## config.mk

```make
export PLATFORM = sky130hd
export DESIGN_NAME = serneg_arbiter
export DESIGN_NICKNAME = d
export VERILOG_FILES = /design/src/rtl/serneg_arbiter.sv
export SDC_FILE = /design/constraint.sdc
export NUM_CORES = 1
export LEC_CHECK = 0
export CAP_MARGIN = 20
export CELL_PAD_IN_SITES_DETAIL_PLACEMENT = 0
export CELL_PAD_IN_SITES_GLOBAL_PLACEMENT = 2
export CORE_MARGIN = 2
export CORE_UTILIZATION = 30
export CTS_CLUSTER_DIAMETER = 60
export DETAILED_ROUTE_END_ITERATION = 6
export PLACE_DENSITY = 0.91
export SLEW_MARGIN = 20
export SYNTH_ARGS = -nofsm -noshare
export SYNTH_HDL_FRONTEND = slang
export SYNTH_SLANG_ARGS = --single-unit
```

## constraint.sdc

```tcl
create_clock -name clk -period 2.11 [get_ports clk]
set_input_delay 0.422 -clock clk [delete_from_list [all_inputs] [get_ports clk]]
set_output_delay 0.422 -clock clk [all_outputs]
set_load 0.005 [all_outputs]
```

## src/rtl/serneg_arbiter.sv

```systemverilog
// Round-robin two-requester front end for a bit-serial two's-complement negation engine.
// Optional overflow flag (out_ovf) is present only when SERNEG_OVF_EN is defined.
//
// state | meaning
// IDLE  | arbitrating; a granted requester's word is loaded on the accept edge
// SHIFT | one operand bit per edge, LSB first, copy-until-first-one then invert
// DONE  | result held on out_data/out_id until out_ready
module serneg_arbiter #(
  parameter int WIDTH = 8
) (
  input  logic             clk,
  input  logic             rst,
  input  logic             req0_valid,
  input  logic [WIDTH-1:0] req0_data,
  output logic             req0_ready,
  input  logic             req1_valid,
  input  logic [WIDTH-1:0] req1_data,
  output logic             req1_ready,
  output logic             out_valid,
  output logic [WIDTH-1:0] out_data,
  output logic             out_id,
  input  logic             out_ready,
`ifdef SERNEG_OVF_EN
  output logic             out_ovf,
`endif
  output logic             busy
);

  localparam int CW = $clog2(WIDTH);
  localparam logic [CW-1:0] CNT_LAST = CW'(WIDTH - 1);

  typedef enum logic [1:0] {IDLE, SHIFT, DONE} state_t;

  state_t           state_q;
  logic [WIDTH-1:0] op_q;
  logic [WIDTH-1:0] res_q;
  logic [CW-1:0]    cnt_q;
  logic             seen_q;
  logic             last_q;
  logic             id_q;
  logic             valid_q;
`ifdef SERNEG_OVF_EN
  logic             ovf_q;
`endif

  logic gnt_vld;
  logic gnt_id;
  logic bit_in;
  logic bit_out;

  // With both requesting, the one not served last time wins.
  always_comb begin
    gnt_vld = req0_valid | req1_valid;
    gnt_id  = (req0_valid && req1_valid) ? ~last_q : ~req0_valid;
  end

  assign req0_ready = (state_q == IDLE) && gnt_vld && !gnt_id;
  assign req1_ready = (state_q == IDLE) && gnt_vld &&  gnt_id;

  assign bit_in  = op_q[0];
  assign bit_out = seen_q ? ~bit_in : bit_in;

  always_ff @(posedge clk or negedge rst) begin
    if (!rst) begin
      state_q <= IDLE;
      op_q    <= '0;
      res_q   <= '0;
      cnt_q   <= '0;
      seen_q  <= 1'b0;
      last_q  <= 1'b1;
      id_q    <= 1'b0;
      valid_q <= 1'b0;
`ifdef SERNEG_OVF_EN
      ovf_q   <= 1'b0;
`endif
    end else begin
      case (state_q)
        IDLE: begin
          if (gnt_vld) begin
            op_q    <= gnt_id ? req1_data : req0_data;
            id_q    <= gnt_id;
            last_q  <= gnt_id;
            cnt_q   <= '0;
            seen_q  <= 1'b0;
            state_q <= SHIFT;
          end
        end
        SHIFT: begin
          // Result bits enter at the top so the LSB lands in bit 0 after WIDTH edges.
          res_q  <= {bit_out, res_q[WIDTH-1:1]};
          op_q   <= op_q >> 1;
          seen_q <= seen_q | bit_in;
          cnt_q  <= cnt_q + CW'(1);
          if (cnt_q == CNT_LAST) begin
            state_q <= DONE;
            valid_q <= 1'b1;
`ifdef SERNEG_OVF_EN
            ovf_q   <= bit_in & ~seen_q;
`endif
          end
        end
        DONE: begin
          if (out_ready) begin
            state_q <= IDLE;
            valid_q <= 1'b0;
`ifdef SERNEG_OVF_EN
            ovf_q   <= 1'b0;
`endif
          end
        end
        default: state_q <= IDLE;
      endcase
    end
  end

  assign out_valid = valid_q;
  assign out_data  = res_q;
  assign out_id    = id_q;
  assign busy      = (state_q != IDLE);
`ifdef SERNEG_OVF_EN
  assign out_ovf   = ovf_q;
`endif

endmodule

```

# Word-level counts from Yosys, hierarchy flattened

Cells that the tools add are included.

Register bits after elaboration: 25
Input port bits: 21
Output and inout port bits: 13
Logic and storage cells: 49

$add $sub $neg: 1
Equal/unequal tests: 6
Mux-type cells: 16
Bitwise gates (word level): 5
Reduce and logical (&&, ||, !) cells: 13

Operators by type and width:

| kind                | number |
|---|---|
| $mux 8              | 2 |
| $pmux 8 s2          | 1 |
| $mux 2              | 3 |
| $ne 2x2->1 const B  | 3 |
| $pmux 2 s3          | 1 |
| $pmux 3 s2          | 1 |
| $reduce_and 3->1    | 2 |
| $reduce_bool 2->1   | 3 |
| $mux 1              | 5 |
| $logic_and 1x1->1   | 4 |
| $pmux 1 s2          | 2 |
| $reduce_and 2->1    | 2 |
| $add 3x1->3 const B | 1 |
| $eq 3x3->1 const B  | 1 |
| $mux 3              | 1 |
| $not 1->1           | 3 |
| $eq 2x1->1 const B  | 1 |
| $eq 2x2->1 const B  | 1 |
| $logic_not 2->1     | 1 |
| $or 1x1->1          | 2 |
| $logic_not 1->1     | 1 |

# Depth between registers and ports, before layout

Word-level depth: 5
Depth in mapped cells: 5
Depth with buffers taken out: 4

# Worst setup path after synthesis

Ideal clock, no wire load.

Path kind: register to output
Start: register state_q[0]
End: output req1_ready
Arrival: 0.931 ns
Data required time: 1.688 ns
Slack: 0.757 ns
Cell stages (with the launch flop): 5
Buffers on the path: 1
Cell sequence: dfrtp_1 > nor2_2 > o21ai_1 > buf_4 > nor2b_1

Longest elaborated chain between the ends: 3

RTL lines:

| element                         | RTL line | RTL |
|---|---|---|
| start: declaration              | 34       | `state_t state_q;` |
| start signal: assignment        | 65       | `state_q <= IDLE;` |
| start signal: assignment        | 85       | `state_q <= SHIFT;` |
| start signal: assignment        | 95       | `state_q <= DONE;` |
| $logic_not 2->1                 | 58       | `assign req1_ready = (state_q == IDLE) && gnt_vld && gnt_id;` |
| $logic_and 1x1->1 (2 in series) | 58       |  |
| end: declaration                | 18       | `output logic req1_ready,` |

Every way passes these cells.

# Final worst setup path

Start: input req1_valid
End: output req0_ready

Longest elaborated chain between the ends: 4
Elaborated cells on any way between the ends: 6
Those cells by class: mux: 1; bitwise: 1; reduce/logical: 4

RTL lines:

| element             | RTL line | RTL |
|---|---|---|
| start: declaration  | 16       | `input logic req1_valid,` |
| $logic_and 1x1->1   | 54       | `gnt_id = (req0_valid && req1_valid) ? ~last_q : ~req0_valid;` |
| $mux 1              | 54       |  |
| $logic_not 1->1     | 57       | `assign req0_ready = (state_q == IDLE) && gnt_vld && !gnt_id;` |
| $logic_and 1x1->1 * | 57       |  |
| end: declaration    | 15       | `output logic req0_ready,` |

Every way passes the cells marked *; elsewhere a longest branch is shown, timed or not.

==> flow_summary.toml <==
[status]
status = "finished clean"

[critical_path]
critPathMaxFanout = 3
crit_required_ns = 1.69
arrival_ns = 1.59
r2r_start = "state_q[1]"
crit_type = "in2out"
ff2ff_setup_slack_ns = 0.52
end_kind = "output pin"
r2r_cells = 4
crit_path_start_kind = "primary input"
r2r_end = "op_q[0]"

[timing]
setup_violations = 0
finalCritPeriodShare = 0.954
timing.final.ws_setup_ns = 0.0965
slew_violations = 0
hold_violations = 0
fmax_mhz = 497
period_needed_ns = 2.01
fin_setup_tns_ns = 0
maxSlewHeadroom = 0.502
rsz0062_at_grt = "no"
worst_pin_slew_ns = 0.745
whs_ns = 0.397
fin_skew_ns = 0.00208

[clock_network]
insertion_delay_ns = 0.27
cts_hold_buf = 0
cts_inserted_buffers = 3
cts_tree = "built"
cts.repair.resized = 1
clk_pin_slew_ns = 0.09
cts_buffer_depth = 2
cts_sinks = 25
htree_levels = 1
cts_setup_buffers = 0
cts_root_buf = "clkbuf_8"

[global_routing]
grtUsageTotal = 0.127
grt_pass1_vias = 967
met2_usage = 0.206
grt_use_met3 = 0.0456
grt_start_max_net_pins = 26
grt_use_met1 = 0.171
top_usage_layer = "met2"
grt_antenna_before_repair = 0
grt_pass1_wl_mm = 4.31
overflow = 0

[pwr]
switchingPower_uw = 789
power_leakage_uw = 0.000762
pwr-share-clk = 0.135
intPower_uw = 1300
ir_drop_v = 0.000710
switching_share = 0.377
combPwrFrac = 0.459
power_density_mw_per_mm2 = 1300
total_power_uw = 2090
pwr-share-seq = 0.407

[finish]
syn_to_final_growth_pct = 37.2
n_fill_cell = 362
nNetsFinal = 179
diodes = 0
drive_gt1_frac = 0.117
fin_cells = 202

[placed_design]
dp_cells = 198
place_ws_ns = -0.0845
gp_congestion = 0.734
hpwl_mm = 1.77
numPortBuffers = 33

[route]
drc = 0
wl_mm = 2.50
route.antenna.remaining_nets = 0
drt_iter0_drc = 22
viasPerCell = 4.72
first_pass_iters = 4
num_vias = 954
wl_per_cell_um = 12.4

[logic_synthesis]
yosysWarnings = 0
synth_nets = 143
netlist_instances = 119
ys_types = 23
seq_area_frac_synth = 0.533
ys_ff_latch = 25
syn_avg_cell_area_um2 = 9.88
post_synth_instance_area_mm2 = 0.00118

[floorplanning]
fp-row-count = 22
fp.dieH_um = 66.6
start_util = 0.316
fp.dieW_um = 66.6
ios = 34
coreArea_mm2 = 0.00372
dieArea_mm2 = 0.00444

[worst_hold_path]
min-delay-start = "req0_valid"
hold_class = "in2reg"
hold_path_depth = 2
hold_end = "last_q"

[job]
maxCapViolCount = 0
state kept, by name, indices dropped and copies added (netlist names):
name       count
seen_q         1
out_valid      1
op_q           8
out_data       8
last_q         1
state_q        2
cnt_q          3
out_id         1
cells in the final DEF, fill, tap and decap left out, drive strengths merged:
cell	instances
o221ai	7
a21oi	4
nor2b	1
dlygate4sd2	1
dfrtp	24
and2b	1
dlymetal6s2s	1
nand2	36
nand3	8
clkinv	1
ha	3
a31oi	1
clkdlybuf4s50	31
o31ai	1
clkbuf	3
o21ai	6
dfstp	1
nor2	3
buf	4
inv	9
mux2i	8
worst max-delay path by stage:
| stage | from | end | slack [ns] | depth (start not counted) |
|---|---|---|---|---|
| finish | req1_valid | req0_ready | 0.1 | 5 |
| global route | req1_valid | req0_ready | 0.01 | 5 |
| CTS | req0_valid | req0_ready | 0.01 | 4 |
| detailed placement | req1_valid | req1_ready | -0.08 | 5 |
| global placement | req1_valid | req1_ready | -0.07 | 5 |
| floorplan | state_q[0] | req1_ready | 0.76 | 4 |
through the flow:
step | cell area [um2] | utilization
global placement | 1560 | 0.419
global route | 1610 | 0.434
detailed placement | 1560 | 0.419
CTS | 1600 | 0.431
finish | 1610 | 0.434
floorplan | 1180 | -
power groups by stage:
stage / Clock [uW] / Sequential [uW] / Combinational, uW
after floorplan: 0 / 837 / 614
after global placement: 0 / 845 / 939
after detailed placement: 0 / 851 / 971
after CTS: 294 / 846 / 971
after global routing: 311 / 883 / 1100
final: 282 / 852 / 960
metal layers:
layer | vias to the layer above | share of wire
li1 | 469 | -
met1 | 441 | 0.47
met2 | 42 | 0.44
met3 | 2 | 0.091
met4 | 0 | 0.0032
met5 | - | 0
cells by family after synthesis:
group           count (synthesis)  synth area share
compound gates                 19             0.131
fa+ha+maj                       3            0.0319
buf+inv                        15            0.0617
flops                          25             0.533
mux                             8            0.0681
simple gates                   49             0.174
critical path, cell delays in order:
cell             delay (ns)
clkdlybuf4s50_1        0.47
inv_1                  0.05
o21ai_2                0.16
nor2_2                 0.05
clkdlybuf4s50_1        0.44
final cells by class:
class                           instances  area [um2]  share of cell area
Multi-Input combinational cell         79         484               0.300
Clock inverter                          1        5.00             0.00310
Inverter                                9        33.8              0.0209
Clock buffer                            3        41.3              0.0256
Tap cell                               48        60.1              0.0372
Sequential cell                        25         628               0.389
Timing Repair Buffer                   37         362               0.224
cell usage after synthesis:
master / instances / area, um2
o21ai_0: 3 / 15.0
mux2i_1: 8 / 80.1
nand2_1: 35 / 131
buf_6: 1 / 11.3
o31ai_1: 1 / 7.51
buf_4: 1 / 7.51
a31oi_1: 1 / 6.26
ha_1: 3 / 37.5
o221ai_2: 4 / 60.1
dfrtp_1: 24 / 601
nor2b_1: 1 / 6.26
o21ai_1: 2 / 10.0
inv_1: 9 / 33.8
and2b_1: 1 / 7.51
nor2_2: 1 / 6.26
nand3_1: 8 / 40.0
nor2_1: 2 / 7.51
nand2_2: 1 / 6.26
o21ai_2: 1 / 8.76
o221ai_1: 3 / 26.3
a21oi_1: 4 / 20.0
dfstp_2: 1 / 26.3
buf_2: 4 / 20.0
No activity file was read; power rests on OpenSTA's default activity.
